**src/rtl/fu_dispatch_pkg.sv**
```systemverilog
// Shared widths and payload types for the FU issue/response link.
package fu_dispatch_pkg;

    localparam int unsigned XLEN    = 64;
    localparam int unsigned NUM_OPS = 3;
    localparam int unsigned NUM_OUT = 3;
    localparam int unsigned PRN_W   = 7;
    localparam int unsigned ID_W    = 6;
    localparam int unsigned INST_W  = 32;

    // Issue-side request: one renamed, operand-ready instruction.
    typedef struct packed {
        logic [INST_W-1:0]                inst;
        logic [ID_W-1:0]                  inst_id;
        logic [NUM_OPS-1:0][XLEN-1:0]     op;
        logic [NUM_OUT-1:0][PRN_W-1:0]    out_prn;
    } fu_req_t;

    // Response from the FU, held in the result buffer until writeback.
    typedef struct packed {
        logic [NUM_OUT-1:0][XLEN-1:0]     data;
        logic [NUM_OUT-1:0]               data_valid;
        logic [NUM_OUT-1:0][PRN_W-1:0]    prn;
        logic [ID_W-1:0]                  inst_id;
    } fu_resp_t;

endpackage

```
**src/rtl/fu_dispatch_sync_fifo.sv**
```systemverilog
// Generic synchronous FIFO with a count register; push is honoured when full only alongside a pop.
module fu_dispatch_sync_fifo
    import fu_dispatch_pkg::*;
#(
    parameter type         T     = logic,
    parameter int unsigned DEPTH = 4,
    localparam int unsigned PTR_W = $clog2(DEPTH),
    localparam int unsigned CNT_W = $clog2(DEPTH) + 1
) (
    input  logic             clk,
    input  logic             rst,
    input  logic             i_clr,
    input  logic             i_push,
    input  logic             i_pop,
    input  T                 i_data,
    output T                 o_data,
    output logic [CNT_W-1:0] o_count
);

    logic [PTR_W-1:0] r_wr_ptr;
    logic [PTR_W-1:0] r_rd_ptr;
    logic [CNT_W-1:0] r_count;
    T                 r_mem [DEPTH];

    logic w_full;
    logic w_empty;
    logic w_do_push;
    logic w_do_pop;

    assign w_full    = (r_count == CNT_W'(DEPTH));
    assign w_empty   = (r_count == '0);
    assign w_do_push = i_push && (!w_full || i_pop);
    assign w_do_pop  = i_pop && !w_empty;
    assign o_data    = r_mem[r_rd_ptr];
    assign o_count   = r_count;

    // Pointer, count and storage update; pointers wrap naturally at power-of-2 depth.
    always_ff @(posedge clk or posedge rst) begin
        if (rst) begin
            r_wr_ptr <= '0;
            r_rd_ptr <= '0;
            r_count  <= '0;
            for (int unsigned i = 0; i < DEPTH; i++) begin
                r_mem[i] <= '0;
            end
        end else if (i_clr) begin
            r_wr_ptr <= '0;
            r_rd_ptr <= '0;
            r_count  <= '0;
        end else begin
            if (w_do_push) begin
                r_mem[r_wr_ptr] <= i_data;
                r_wr_ptr        <= r_wr_ptr + PTR_W'(1);
            end
            if (w_do_pop) begin
                r_rd_ptr <= r_rd_ptr + PTR_W'(1);
            end
            r_count <= r_count + CNT_W'(w_do_push) - CNT_W'(w_do_pop);
        end
    end

endmodule

```
**src/rtl/fu_dispatch.sv**
```systemverilog
// Issue-side driver for one functional unit: in-order issue queue, credit-protected result buffer.
module fu_dispatch
    import fu_dispatch_pkg::*;
#(
    parameter int unsigned IQ_DEPTH = 4,
    parameter int unsigned RB_DEPTH = 4
) (
    input  logic                      clk,
    input  logic                      rst,
    input  logic                      i_flush,
    input  logic                      i_in_valid,
    output logic                      o_in_ready,
    input  logic [INST_W-1:0]         i_in_inst,
    input  logic [ID_W-1:0]           i_in_inst_id,
    input  logic [NUM_OPS*XLEN-1:0]   i_in_op,
    input  logic [NUM_OUT*PRN_W-1:0]  i_in_out_prn,
    output logic                      o_inst_valid,
    output logic [INST_W-1:0]         o_inst,
    output logic [ID_W-1:0]           o_inst_id,
    output logic [NUM_OPS*XLEN-1:0]   o_op,
    output logic [NUM_OUT*PRN_W-1:0]  o_out_prn,
    input  logic                      i_fu_ready,
    input  logic                      i_fu_out_valid,
    input  logic [NUM_OUT*XLEN-1:0]   i_fu_out_data,
    input  logic [NUM_OUT-1:0]        i_fu_out_data_valid,
    input  logic [NUM_OUT*PRN_W-1:0]  i_fu_out_prn,
    input  logic [ID_W-1:0]           i_fu_out_inst_id,
    output logic                      o_wb_valid,
    input  logic                      i_wb_ready,
    output logic [NUM_OUT*XLEN-1:0]   o_wb_data,
    output logic [NUM_OUT-1:0]        o_wb_data_valid,
    output logic [NUM_OUT*PRN_W-1:0]  o_wb_prn,
    output logic [ID_W-1:0]           o_wb_inst_id,
    output logic                      o_err
);

    localparam int unsigned IQ_CW = $clog2(IQ_DEPTH) + 1;
    localparam int unsigned CR_W  = $clog2(RB_DEPTH) + 1;
    localparam int unsigned SUM_W = CR_W + 1;

    fu_req_t  w_in_req;
    fu_req_t  w_iq_head;
    fu_req_t  w_issue_req;
    fu_resp_t w_fu_resp;
    fu_resp_t w_rb_head;

    logic [IQ_CW-1:0] w_iq_count;
    logic [CR_W-1:0]  w_rb_count;
    logic [SUM_W-1:0] w_claimed;
    logic             w_iq_empty;
    logic             w_enq;
    logic             w_issue;
    logic             w_wb_pop;

    fu_req_t          r_issue;
    logic             r_inst_valid;
    logic [CR_W-1:0]  r_credits;
    logic             r_err;

    assign w_in_req  = {i_in_inst, i_in_inst_id, i_in_op, i_in_out_prn};
    assign w_fu_resp = {i_fu_out_data, i_fu_out_data_valid, i_fu_out_prn, i_fu_out_inst_id};

    assign w_iq_empty = (w_iq_count == '0);
    assign o_in_ready = (w_iq_count != IQ_CW'(IQ_DEPTH));
    assign w_enq      = i_in_valid && o_in_ready && !i_flush;

    // An empty queue lets the incoming instruction issue in the cycle it arrives.
    assign w_issue     = (!w_iq_empty || w_enq) && i_fu_ready && (r_credits != '0) && !i_flush;
    assign w_issue_req = w_iq_empty ? w_in_req : w_iq_head;

    assign o_wb_valid = (w_rb_count != '0);
    assign w_wb_pop   = o_wb_valid && i_wb_ready;
    assign {o_wb_data, o_wb_data_valid, o_wb_prn, o_wb_inst_id} = w_rb_head;

    // Every RB slot is either a free credit or holds a result; none left means the FU owes nothing.
    assign w_claimed = SUM_W'(r_credits) + SUM_W'(w_rb_count);

    fu_dispatch_sync_fifo #(
        .T     (fu_req_t),
        .DEPTH (IQ_DEPTH)
    ) u_iq (
        .clk     (clk),
        .rst     (rst),
        .i_clr   (i_flush),
        .i_push  (w_enq && !(w_issue && w_iq_empty)),
        .i_pop   (w_issue && !w_iq_empty),
        .i_data  (w_in_req),
        .o_data  (w_iq_head),
        .o_count (w_iq_count)
    );

    fu_dispatch_sync_fifo #(
        .T     (fu_resp_t),
        .DEPTH (RB_DEPTH)
    ) u_rb (
        .clk     (clk),
        .rst     (rst),
        .i_clr   (1'b0),
        .i_push  (i_fu_out_valid),
        .i_pop   (w_wb_pop),
        .i_data  (w_fu_resp),
        .o_data  (w_rb_head),
        .o_count (w_rb_count)
    );

    // Issue register: one-cycle strobe, payload held between issues.
    always_ff @(posedge clk or posedge rst) begin
        if (rst) begin
            r_inst_valid <= 1'b0;
            r_issue      <= '0;
        end else begin
            r_inst_valid <= w_issue;
            if (w_issue) begin
                r_issue <= w_issue_req;
            end
        end
    end

    // Credits track unclaimed RB slots; saturate so a stray response can never wrap them.
    always_ff @(posedge clk or posedge rst) begin
        if (rst) begin
            r_credits <= CR_W'(RB_DEPTH);
        end else if (w_issue && !w_wb_pop) begin
            r_credits <= r_credits - CR_W'(1);
        end else if (!w_issue && w_wb_pop && (r_credits != CR_W'(RB_DEPTH))) begin
            r_credits <= r_credits + CR_W'(1);
        end
    end

    // Sticky error on a response that no issued instruction accounts for.
    always_ff @(posedge clk or posedge rst) begin
        if (rst) begin
            r_err <= 1'b0;
        end else if (i_fu_out_valid && (w_claimed >= SUM_W'(RB_DEPTH))) begin
            r_err <= 1'b1;
        end
    end

    assign o_inst_valid = r_inst_valid;
    assign o_inst       = r_issue.inst;
    assign o_inst_id    = r_issue.inst_id;
    assign o_op         = r_issue.op;
    assign o_out_prn    = r_issue.out_prn;
    assign o_err        = r_err;

endmodule
```
**config.mk**
```make
export PLATFORM = sky130hd
export DESIGN_NAME = fu_dispatch
export DESIGN_NICKNAME = d
export VERILOG_FILES = /design/src/rtl/fu_dispatch_pkg.sv /design/src/rtl/fu_dispatch_sync_fifo.sv /design/src/rtl/fu_dispatch.sv
export SDC_FILE = /design/constraint.sdc
export NUM_CORES = 2
export LEC_CHECK = 0
export CORE_MARGIN = 2
export CORE_UTILIZATION = 62
export DETAILED_ROUTE_END_ITERATION = 16
export GPL_TIMING_DRIVEN = 0
export HOLD_SLACK_MARGIN = 0.08
export MAX_ROUTING_LAYER = met4
export PLACE_DENSITY = 0.95
export SLEW_MARGIN = 10
export SYNTH_ARGS = -nofsm -noshare
export SYNTH_HDL_FRONTEND = slang
export SYNTH_HIERARCHICAL = 1
export SYNTH_SLANG_ARGS = --single-unit
```
**constraint.sdc**
```tcl
create_clock -name clk -period 54.1 [get_ports clk]
set_clock_uncertainty 0.15 [all_clocks]
set_input_delay 8.115 -clock clk [delete_from_list [all_inputs] [get_ports clk]]
set_output_delay 8.115 -clock clk [all_outputs]
set_load 0.05 [all_outputs]
```
==> results_dict.tcl <==
set metrics [dict create \
    combPwrFrac 0.430 \
    core.rowCount 146 \
    r2r-start "u_iq/o_count[0]" \
    ys_async_sr_fraction 1.000 \
    swShare 0.4004 \
    cts_max_path_buffers 3 \
    finalCritPeriodShare 0.2394 \
    worst_pin_slew_ns 1.460 \
    vias 66450 \
    worstPathCellList "clkbuf_1 > clkbuf_1 > buf_1 > mux4_2 > clkdlybuf4s50_1" \
    die_w_um 403.2 \
    max_stage_delay_ns 0.99 \
    p_int_mw 4.543 \
    postCtsResizedCells 0 \
    clk_latency_ns 0.87 \
    cts_hold_buf 0 \
    dp_cells 8884 \
    critical_path.slowest_cell "clkdlybuf4s50_1" \
    relSlewSlack 0.02672 \
    final_cell_count_no_fill 9437 \
    clockRootBuffer "clkbuf_16" \
    core_area_um2 158400 \
    setup_violations 0 \
    antenna_found_initial 148 \
    power.share.clock 0.209 \
    synthCells 5835 \
    dieArea_um2 162600 \
    syn_area_per_cell_um2 16.94 \
    hold_path_class "reg -> reg" \
    start_util 0.6239 \
    path_class "reg -> out" \
    routed_wl_um 354700 \
    min_from "o_err" \
    clk_pin_slew_ns 0.06 \
    fin_area_um2 119300 \
    ys_ff_latch 2162 \
    grt_max_degree 128 \
    synthFlopType "dfrtp_1" \
    port_buffers 956 \
    drcViolationCount 0 \
    required_ns 45.84 \
    postCtsSetupBuffers 0 \
    grt_remaining_overflow 0 \
    cp_num_buf_inv 4 \
    use_met2 0.6157 \
    final_util 0.7531 \
    grt_util_met1 0.4783 \
    period_minus_slack_ns 12.95 \
    maxCapViolCount 0 \
    power_density_nw_per_um2 63.53 \
    ys_warn_count 6 \
    grt.total_usage 0.4242 \
    critPathMaxFanout 10 \
    syn_area_um2 98820 \
    seq_area_frac_synth 0.5475 \
    hold_viol 0 \
    cts_sinks 2162 \
    cp-start-kind "flop" \
    area_delta_synth_final_pct 20.70 \
    total_power_mw 7.577 \
    die_y_um 403.2 \
    hold_depth 1 \
    reg2regPathDepth 15 \
    ys_types 52 \
    top_usage_layer "met2" \
    grt_pass1_vias 68590 \
    end_kind "output port" \
    drive_above_1_share 0.4310 \
    arrival_ns 4.69 \
    rsz0062_at_grt "no" \
    final_cell_mix "dfrtp_1, mux2_4, clkdlybuf4s50_1, mux2_2, mux4_2" \
    gp_congestion 0.9602 \
    synth_edf_count 0 \
    dr.pass1.iters 6 \
    p_leak_nw 52.26 \
    timing.fmax_ghz 0.07721 \
    min_to "o_err" \
    finalNetCount 7522 \
    irDropWorstVdd_v 0.00005171 \
    switchingPower_mw 3.034 \
    place_area_um2 111500 \
    ant_nets 0 \
    mostFrequentLayoutCell "dfrtp_1" \
    hpwl_um 211100 \
    met3_usage 0.1581 \
    pin_count 957 \
    grt_pass1_wl_um 489000 \
    routed_via_density 7.042 \
    final.setup.tns_ns 0 \
    pwr-share-seq 0.361 \
    numCtsBuffers 211 \
    critPathTopFamily "buffers and inverters" \
    final_max_slew_viol_count 0 \
    drt_iter0_markers 8681 \
    path_common_cell "clkbuf_1" \
    cts_tree "built" \
    status "finished clean" \
    htree_num_levels 4 \
    routedWlPerCell_um 37.58 \
    reg2reg_setup_slack_ns 49.78 \
    worstReg2RegEnd "u_iq/o_count[2]" \
]
## layout make-up
type                       count  area (um2)
multi-input combinational   3228       41510
clock buffer                 305        6245
timing repair buffer         974       10060
tap                         2072        2592
antenna                      160       400.4
sequential                  2162       54100
clock inverter                88        1116
buffer                       430        3149
fill                        7816       39110
inverter                      18       92.59
## layer usage
metal | up-vias | routed length, um
met2 | 5847 | 157500
met3 | 2076 | 45490
met1 | 34260 | 114500
met4 | 0 | 37180
met5 | - | 0
li1 | 24260 | -
## cells by family after synthesis
logic type                 after synthesis  synth area share
buffers and inverters                  448           0.03257
xor gates and xnor gates                 8         0.0007090
other                                    1        0.00003795
DFF                                   2162            0.5475
and+or+nand+nor                        310           0.01338
adders and majority gates               17          0.002380
AOI/OAI and AO/OA                      521           0.03032
muxes                                 2368            0.3731
## registers in the layout, summed over array words and instances (netlist names)
signal,cells
u_iq/r_mem,1004
u_rb/r_mem,888
o_op,192
o_inst,32
o_out_prn,21
o_inst_id,6
r_credits,3
u_iq/o_count,3
u_rb/o_count,3
u_iq/r_rd_ptr,2
u_iq/r_wr_ptr,2
u_rb/r_rd_ptr,2
u_rb/r_wr_ptr,2
o_err,1
o_inst_valid,1
## cells in the mapped netlist (4+ instances only)
cell / number / area (um2)
nor2b_1: 6 / 37.54
nor2_1: 264 / 991.0
buf_1: 35 / 131.4
mux2_2: 593 / 6678
clkbuf_1: 53 / 198.9
xnor2_1: 4 / 35.03
buf_6: 176 / 1982
inv_1: 16 / 60.06
mux4_2: 473 / 10650
and3_1: 4 / 25.02
mux2_4: 1300 / 19520
buf_2: 164 / 820.8
ha_1: 14 / 175.2
xor2_1: 4 / 35.03
nand2_1: 6 / 22.52
dfrtp_1: 2161 / 54080
o22ai_1: 251 / 1570
a21oi_1: 253 / 1266
nor4bb_1: 4 / 40.04
nor3_1: 6 / 30.03
## power by group through the flow
stage	combinational (mW)	sequential [mW]	clock, mW
3_3_place_gp	2.96	2.58	0
4_1_cts	3.16	2.67	1.57
5_1_grt	3.31	2.75	1.65
6_report	3.26	2.74	1.58
3_5_place_dp	3.06	2.63	0
2_1_floorplan	1.82	2.83	0
## worst reg2reg max path, stage by stage, from the launching register on
cell and delay (ns):
dfrtp_1 0.49, nor3_2 0.34, buf_4 0.32, buf_4 0.33
buf_2 0.41, nor3_1 0.15, or4b_4 0.55, and2_1 0.21
inv_1 0.07, ha_1 0.22, inv_1 0.06, ha_1 0.15
inv_1 0.08, fa_1 0.41, xnor2_1 0.16, nor2_1 0.06
## worst max path at each step
stage,start,to,slack (ns),cells past startpoint
3_5_place_dp,rst,u_iq/r_mem[48],41.65,7
2_1_floorplan,rst,u_iq/o_count[0],17.39,1
5_1_grt,u_rb/r_rd_ptr[0],o_wb_data[115],41.11,5
6_report,u_rb/r_rd_ptr[0],o_wb_data[115],41.15,5
3_3_place_gp,rst,u_iq/r_mem[48],8.28,2
4_1_cts,u_rb/r_rd_ptr[0],o_wb_data[74],41.31,5
## per-stage QoR
stage / setup WS [ns] / hold slack (ns)
floorplan: 17.39 / 0.3252
global placement: 8.284 / 0.2908
detailed placement: 41.65 / 0.2966
CTS: 41.31 / 0.3186
global route: 41.11 / 0.3379
finish: 41.15 / 0.3142
(Power assumes the default switching activity.)
